$ cat config.mk
export PLATFORM = sky130hd
export DESIGN_NAME = control
export DESIGN_NICKNAME = d
export VERILOG_FILES = /design/src/rtl/cpu_pkg.sv /design/src/rtl/control_decode.sv /design/src/rtl/control.sv
export SDC_FILE = /design/constraint.sdc
export NUM_CORES = 1
export LEC_CHECK = 0
export ABC_AREA = 1
export BUFFER_PORTS_ARGS = -buffer_cell sky130_fd_sc_hd__buf_2
export CELL_PAD_IN_SITES_DETAIL_PLACEMENT = 0
export CELL_PAD_IN_SITES_GLOBAL_PLACEMENT = 1
export CORE_MARGIN = 1.5
export CORE_UTILIZATION = 13
export DETAILED_ROUTE_END_ITERATION = 16
export PLACE_DENSITY = 0.67
export SYNTH_ARGS = -nofsm -noshare
export SYNTH_HDL_FRONTEND = slang
export SYNTH_SLANG_ARGS = --single-unit
$ cat constraint.sdc
create_clock -name clk -period 0.8 [get_ports clk]
set_input_delay 0 -clock clk [delete_from_list [all_inputs] [get_ports clk]]
set_output_delay 0 -clock clk [all_outputs]
set_load 0.02 [all_outputs]
$ cat src/rtl/cpu_pkg.sv
// Shared encodings for the 16-bit single-cycle CPU: opcodes, ALU ops,
// immediate-extension modes and the decoded control bundle.
package cpu_pkg;

  localparam int unsigned OP_W  = 4;
  localparam int unsigned ALU_W = 4;
  localparam int unsigned EXT_W = 3;

  localparam logic [OP_W-1:0] OP_ADD    = 4'h0;
  localparam logic [OP_W-1:0] OP_SUB    = 4'h1;
  localparam logic [OP_W-1:0] OP_XOR    = 4'h2;
  localparam logic [OP_W-1:0] OP_RED    = 4'h3;
  localparam logic [OP_W-1:0] OP_SLL    = 4'h4;
  localparam logic [OP_W-1:0] OP_SRA    = 4'h5;
  localparam logic [OP_W-1:0] OP_ROR    = 4'h6;
  localparam logic [OP_W-1:0] OP_PADDSB = 4'h7;
  localparam logic [OP_W-1:0] OP_LW     = 4'h8;
  localparam logic [OP_W-1:0] OP_SW     = 4'h9;
  localparam logic [OP_W-1:0] OP_LLB    = 4'hA;
  localparam logic [OP_W-1:0] OP_LHB    = 4'hB;
  localparam logic [OP_W-1:0] OP_B      = 4'hC;
  localparam logic [OP_W-1:0] OP_BR     = 4'hD;
  localparam logic [OP_W-1:0] OP_PCS    = 4'hE;
  localparam logic [OP_W-1:0] OP_HLT    = 4'hF;

  localparam logic [ALU_W-1:0] ALU_ADD    = 4'h0;
  localparam logic [ALU_W-1:0] ALU_SUB    = 4'h1;
  localparam logic [ALU_W-1:0] ALU_XOR    = 4'h2;
  localparam logic [ALU_W-1:0] ALU_RED    = 4'h3;
  localparam logic [ALU_W-1:0] ALU_SLL    = 4'h4;
  localparam logic [ALU_W-1:0] ALU_SRA    = 4'h5;
  localparam logic [ALU_W-1:0] ALU_ROR    = 4'h6;
  localparam logic [ALU_W-1:0] ALU_PADDSB = 4'h7;
  localparam logic [ALU_W-1:0] ALU_LLB    = 4'hA;
  localparam logic [ALU_W-1:0] ALU_LHB    = 4'hB;

  localparam logic [EXT_W-1:0] EXT_NONE    = 3'd0;
  localparam logic [EXT_W-1:0] EXT_IMM4_ZX = 3'd1;
  localparam logic [EXT_W-1:0] EXT_IMM4_SX = 3'd2;
  localparam logic [EXT_W-1:0] EXT_IMM8_ZX = 3'd3;
  localparam logic [EXT_W-1:0] EXT_IMM8_HI = 3'd4;
  localparam logic [EXT_W-1:0] EXT_IMM9_SX = 3'd5;

  typedef struct packed {
    logic             regwrite;
    logic             alusrc;
    logic             memread;
    logic             memwrite;
    logic             memtoreg;
    logic             branch;
    logic             pcread;
    logic [EXT_W-1:0] alusext;
    logic [ALU_W-1:0] aluop;
  } ctrl_t;

endpackage

$ cat src/rtl/control_decode.sv
// Purely combinational opcode-to-control-strobe decoder (no halt gating).
module control_decode
  import cpu_pkg::*;
(
  input  logic [OP_W-1:0] opcode_i,
  output ctrl_t           ctrl_o
);

  always_comb begin
    ctrl_o         = '0;
    ctrl_o.alusext = EXT_NONE;
    ctrl_o.aluop   = ALU_ADD;
    case (opcode_i)
      OP_ADD, OP_SUB, OP_XOR, OP_RED, OP_PADDSB: begin
        ctrl_o.regwrite = 1'b1;
        ctrl_o.aluop    = ALU_W'(opcode_i);
      end
      OP_SLL, OP_SRA, OP_ROR: begin
        ctrl_o.regwrite = 1'b1;
        ctrl_o.alusrc   = 1'b1;
        ctrl_o.alusext  = EXT_IMM4_ZX;
        ctrl_o.aluop    = ALU_W'(opcode_i);
      end
      OP_LW: begin
        ctrl_o.regwrite = 1'b1;
        ctrl_o.alusrc   = 1'b1;
        ctrl_o.memread  = 1'b1;
        ctrl_o.memtoreg = 1'b1;
        ctrl_o.alusext  = EXT_IMM4_SX;
      end
      OP_SW: begin
        ctrl_o.alusrc   = 1'b1;
        ctrl_o.memwrite = 1'b1;
        ctrl_o.alusext  = EXT_IMM4_SX;
      end
      OP_LLB: begin
        ctrl_o.regwrite = 1'b1;
        ctrl_o.alusrc   = 1'b1;
        ctrl_o.alusext  = EXT_IMM8_ZX;
        ctrl_o.aluop    = ALU_LLB;
      end
      OP_LHB: begin
        ctrl_o.regwrite = 1'b1;
        ctrl_o.alusrc   = 1'b1;
        ctrl_o.alusext  = EXT_IMM8_HI;
        ctrl_o.aluop    = ALU_LHB;
      end
      OP_B: begin
        ctrl_o.branch  = 1'b1;
        ctrl_o.alusext = EXT_IMM9_SX;
      end
      // Branch target comes from a register, so no immediate is extracted.
      OP_BR: ctrl_o.branch = 1'b1;
      OP_PCS: begin
        ctrl_o.regwrite = 1'b1;
        ctrl_o.pcread   = 1'b1;
      end
      default: ;
    endcase
  end

endmodule

$ cat src/rtl/control.sv
// Main CPU decoder: combinational control strobes plus a sticky halt flag
// that suppresses all state-changing strobes once HLT has been clocked.
module control
  import cpu_pkg::*;
(
  input  logic             clk,
  input  logic             rst_n,
  input  logic [OP_W-1:0]  opcode,
  output logic             regwrite,
  output logic             alusrc,
  output logic             memread,
  output logic             memwrite,
  output logic [ALU_W-1:0] aluop,
  output logic             memtoreg,
  output logic             branch,
  output logic [EXT_W-1:0] alusext,
  output logic             pcread,
  output logic             halt
);

  ctrl_t ctrl;
  logic  halted_q;
  logic  halted_d;

  control_decode u_decode (
    .opcode_i (opcode),
    .ctrl_o   (ctrl)
  );

  always_comb begin
    halted_d = halted_q | (opcode == OP_HLT);
  end

  always_ff @(posedge clk or negedge rst_n) begin
    if (!rst_n) halted_q <= 1'b0;
    else        halted_q <= halted_d;
  end

  // Strobes that change architectural state are masked while halted.
  assign regwrite = ctrl.regwrite & ~halted_q;
  assign memread  = ctrl.memread  & ~halted_q;
  assign memwrite = ctrl.memwrite & ~halted_q;
  assign branch   = ctrl.branch   & ~halted_q;
  assign pcread   = ctrl.pcread   & ~halted_q;
  assign alusrc   = ctrl.alusrc;
  assign memtoreg = ctrl.memtoreg;
  assign alusext  = ctrl.alusext;
  assign aluop    = ctrl.aluop;
  assign halt     = halted_q | (opcode == OP_HLT);

endmodule

==> flow_metrics.tcl <==
set metrics [dict create \
    status "finished, final reports clean" \
    drt-wirelength-per-cell_um 9.13 \
    yosys_warnings 0 \
    grt_pass1_vias 202 \
    hold_viol_final 0 \
    ys_ff_latch 1 \
    wl_met3_um 36 \
    pin_count 21 \
    synthTopCellsByArea "nand2_1, nor2_1, dfrtp_1" \
    diodes 0 \
    fin_tns_setup_ns 0 \
    die_h_um 39.2 \
    die_width_um 39.2 \
    drive_above_1_share 0.456 \
    critical_path_class "reg2out" \
    fin_nets 65 \
    drtIter0Drc 13 \
    place.port_buffers 20 \
    cp_num_cells 2 \
    synthCells 36 \
    synthesis.area_sq_um 170 \
    skew_ns 0 \
    initial_utilization 0.147 \
    post_dp_cell_area_sq_um 292 \
    place_congestion 0.778 \
    cp_max_fo 6 \
    final_antenna_net_count 0 \
    clk_pin_slew_ns 0 \
    max_freq_mhz 1270 \
    yosysSeqAreaShare 0.147 \
    top_regs "halted_q x1" \
    grt_pass1_wl_um 828 \
    dr_wl_met2_um 282 \
    postCtsSetupBuffers 0 \
    top_layer_used "met3" \
    drc 0 \
    fin_crit_sh 0.985 \
    tightest_slew_ns 0.218 \
    core_area_sq_um 1160 \
    top_register "halted_q" \
    grt_usage 0.0735 \
    syn_avg_cell_area_sq_um 4.73 \
    synth_cell_types 10 \
    drtPass1Iterations 4 \
    path_buf_inv 1 \
    cap_violations 0 \
    netlist.area_leader.share 0.265 \
    reg2reg_depth 1 \
    vias_per_cell 3.99 \
    synth_fp_nets 42 \
    ir_worst_vdd_v 0.000252 \
    path_delay_family "flip-flops" \
    cp_slowest_cell "dfrtp_2" \
    m1WireLength_um 329 \
    die_area_sq_um 1540 \
    antenna_found_initial 0 \
    grt_max_degree 8 \
    crit_required_ns 0.80 \
    area_delta_synth_final_pct 89.7 \
    largest_reg_flops 1 \
    clk_latency_ns 0 \
    slowest_delay_ns 0.42 \
    relSlewSlack 0.854 \
    fillers 137 \
    via_count 283 \
    p_per_area_nw_per_um2 697 \
    finish.instance_area_sq_um 323 \
    overflow 0 \
    hp-class "in2async" \
    layout_min_cycle_time_ns 0.788 \
    dp_hpwl_um 533 \
    fp-row-count 12 \
    crit_chain "nor3_2, buf_2" \
    crit_arrival_ns 0.79 \
    wl_um 648 \
    cp-end-kind "output port" \
    setup-violations-final 0 \
    synth_top_cell_by_area "nand2_1" \
    cp-start-kind "register" \
    drv_slew 0 \
    p_leak_nw 0.212 \
]
==> cell usage after synthesis <==
master and instances:
nand3_1 2, inv_1 6, nor2_1 7, dfrtp_1 1, a21oi_1 2, inv_2 1, o21ai_0 1, o21bai_1 1
nor3_1 3, nand2_1 12
==> report_power, final <==
| part | leakage [nW] | internal, mW | switching, mW |
|---|---|---|---|
| registers | 0.00863 | 0.0548 | 0.00498 |
| logic | 0.203 | 0.0570 | 0.108 |
| clock network | 0 | 0 | 0 |
==> metrics by stage <==
step | hold WS [ns] | cells | total power [mW] | setup WS [ns] | util
floorplan | -0.296 | 36 | 0.150 | -0.117 | -
global placement | -0.225 | 70 | 0.210 | 0.0258 | 0.252
detailed placement | -0.223 | 70 | 0.210 | -0.00290 | 0.252
CTS | 0.324 | 71 | 0.215 | 0.00485 | 0.265
global route | 0.335 | 71 | 0.241 | -0.00683 | 0.279
finish | 0.320 | 71 | 0.225 | 0.0116 | 0.279
==> path summary, 6_finish.rpt <==
| kind | slack (ns) | end | startpoint |
|---|---|---|---|
| max | 0.01 | pcread | halted_q |
| min | 0.32 | halted_q | rst_n |
| max reg2reg | 0.06 | halted_q | halted_q |
| min reg2reg | 0.58 | halted_q | halted_q |
| max in group asynchronous | 0.39 | halted_q | rst_n |
| min in group clk | 0.33 | aluop[2] | opcode[3] |
==> area by class of cell <==
class                           instances  area (sq um)  area share
Inverter                                7          26.3      0.0814
Multi-Input combinational cell         28           140       0.434
Timing Repair Buffer                   21           113       0.349
Tap cell                               14          17.5      0.0543
Sequential cell                         1          26.3      0.0814
==> repair_timing <==
item	in CTS	in global routing
hold endpoints to repair	1	0
gates cloned	0	0
gates resized for setup	1	5
endpoints found under the setup margin	1	5
hold buffers	1	0
pin swaps	1	0
==> cell families (layout without fill, tap and decap cells) <==
family	after synthesis	after routing	synth area share
and+or+nand+nor	24	24	0.566
DFF	1	1	0.147
buffers and inverters	7	28	0.154
AOI/OAI and AO/OA	4	4	0.132
==> metal layers <==
layer	GRT usage	vias up
li1	-	154
met3	0	0
met1	0.142	117
met5	0	-
met2	0.0833	12
met4	0	0
==> placed cells by master (no fill, tap or decap) <==
cell type      instances
buf_2                 19
nand2_1               11
inv_1                  6
nor2_1                 6
nand3_1                2
a21oi_1                2
nor3_1                 2
inv_2                  1
nor2_2                 1
nand2_2                1
o21ai_0                1
nor3_2                 1
o21bai_4               1
dfrtp_2                1
dlygate4sd3_1          1
buf_4                  1
Power figures use the tool's default switching activity.
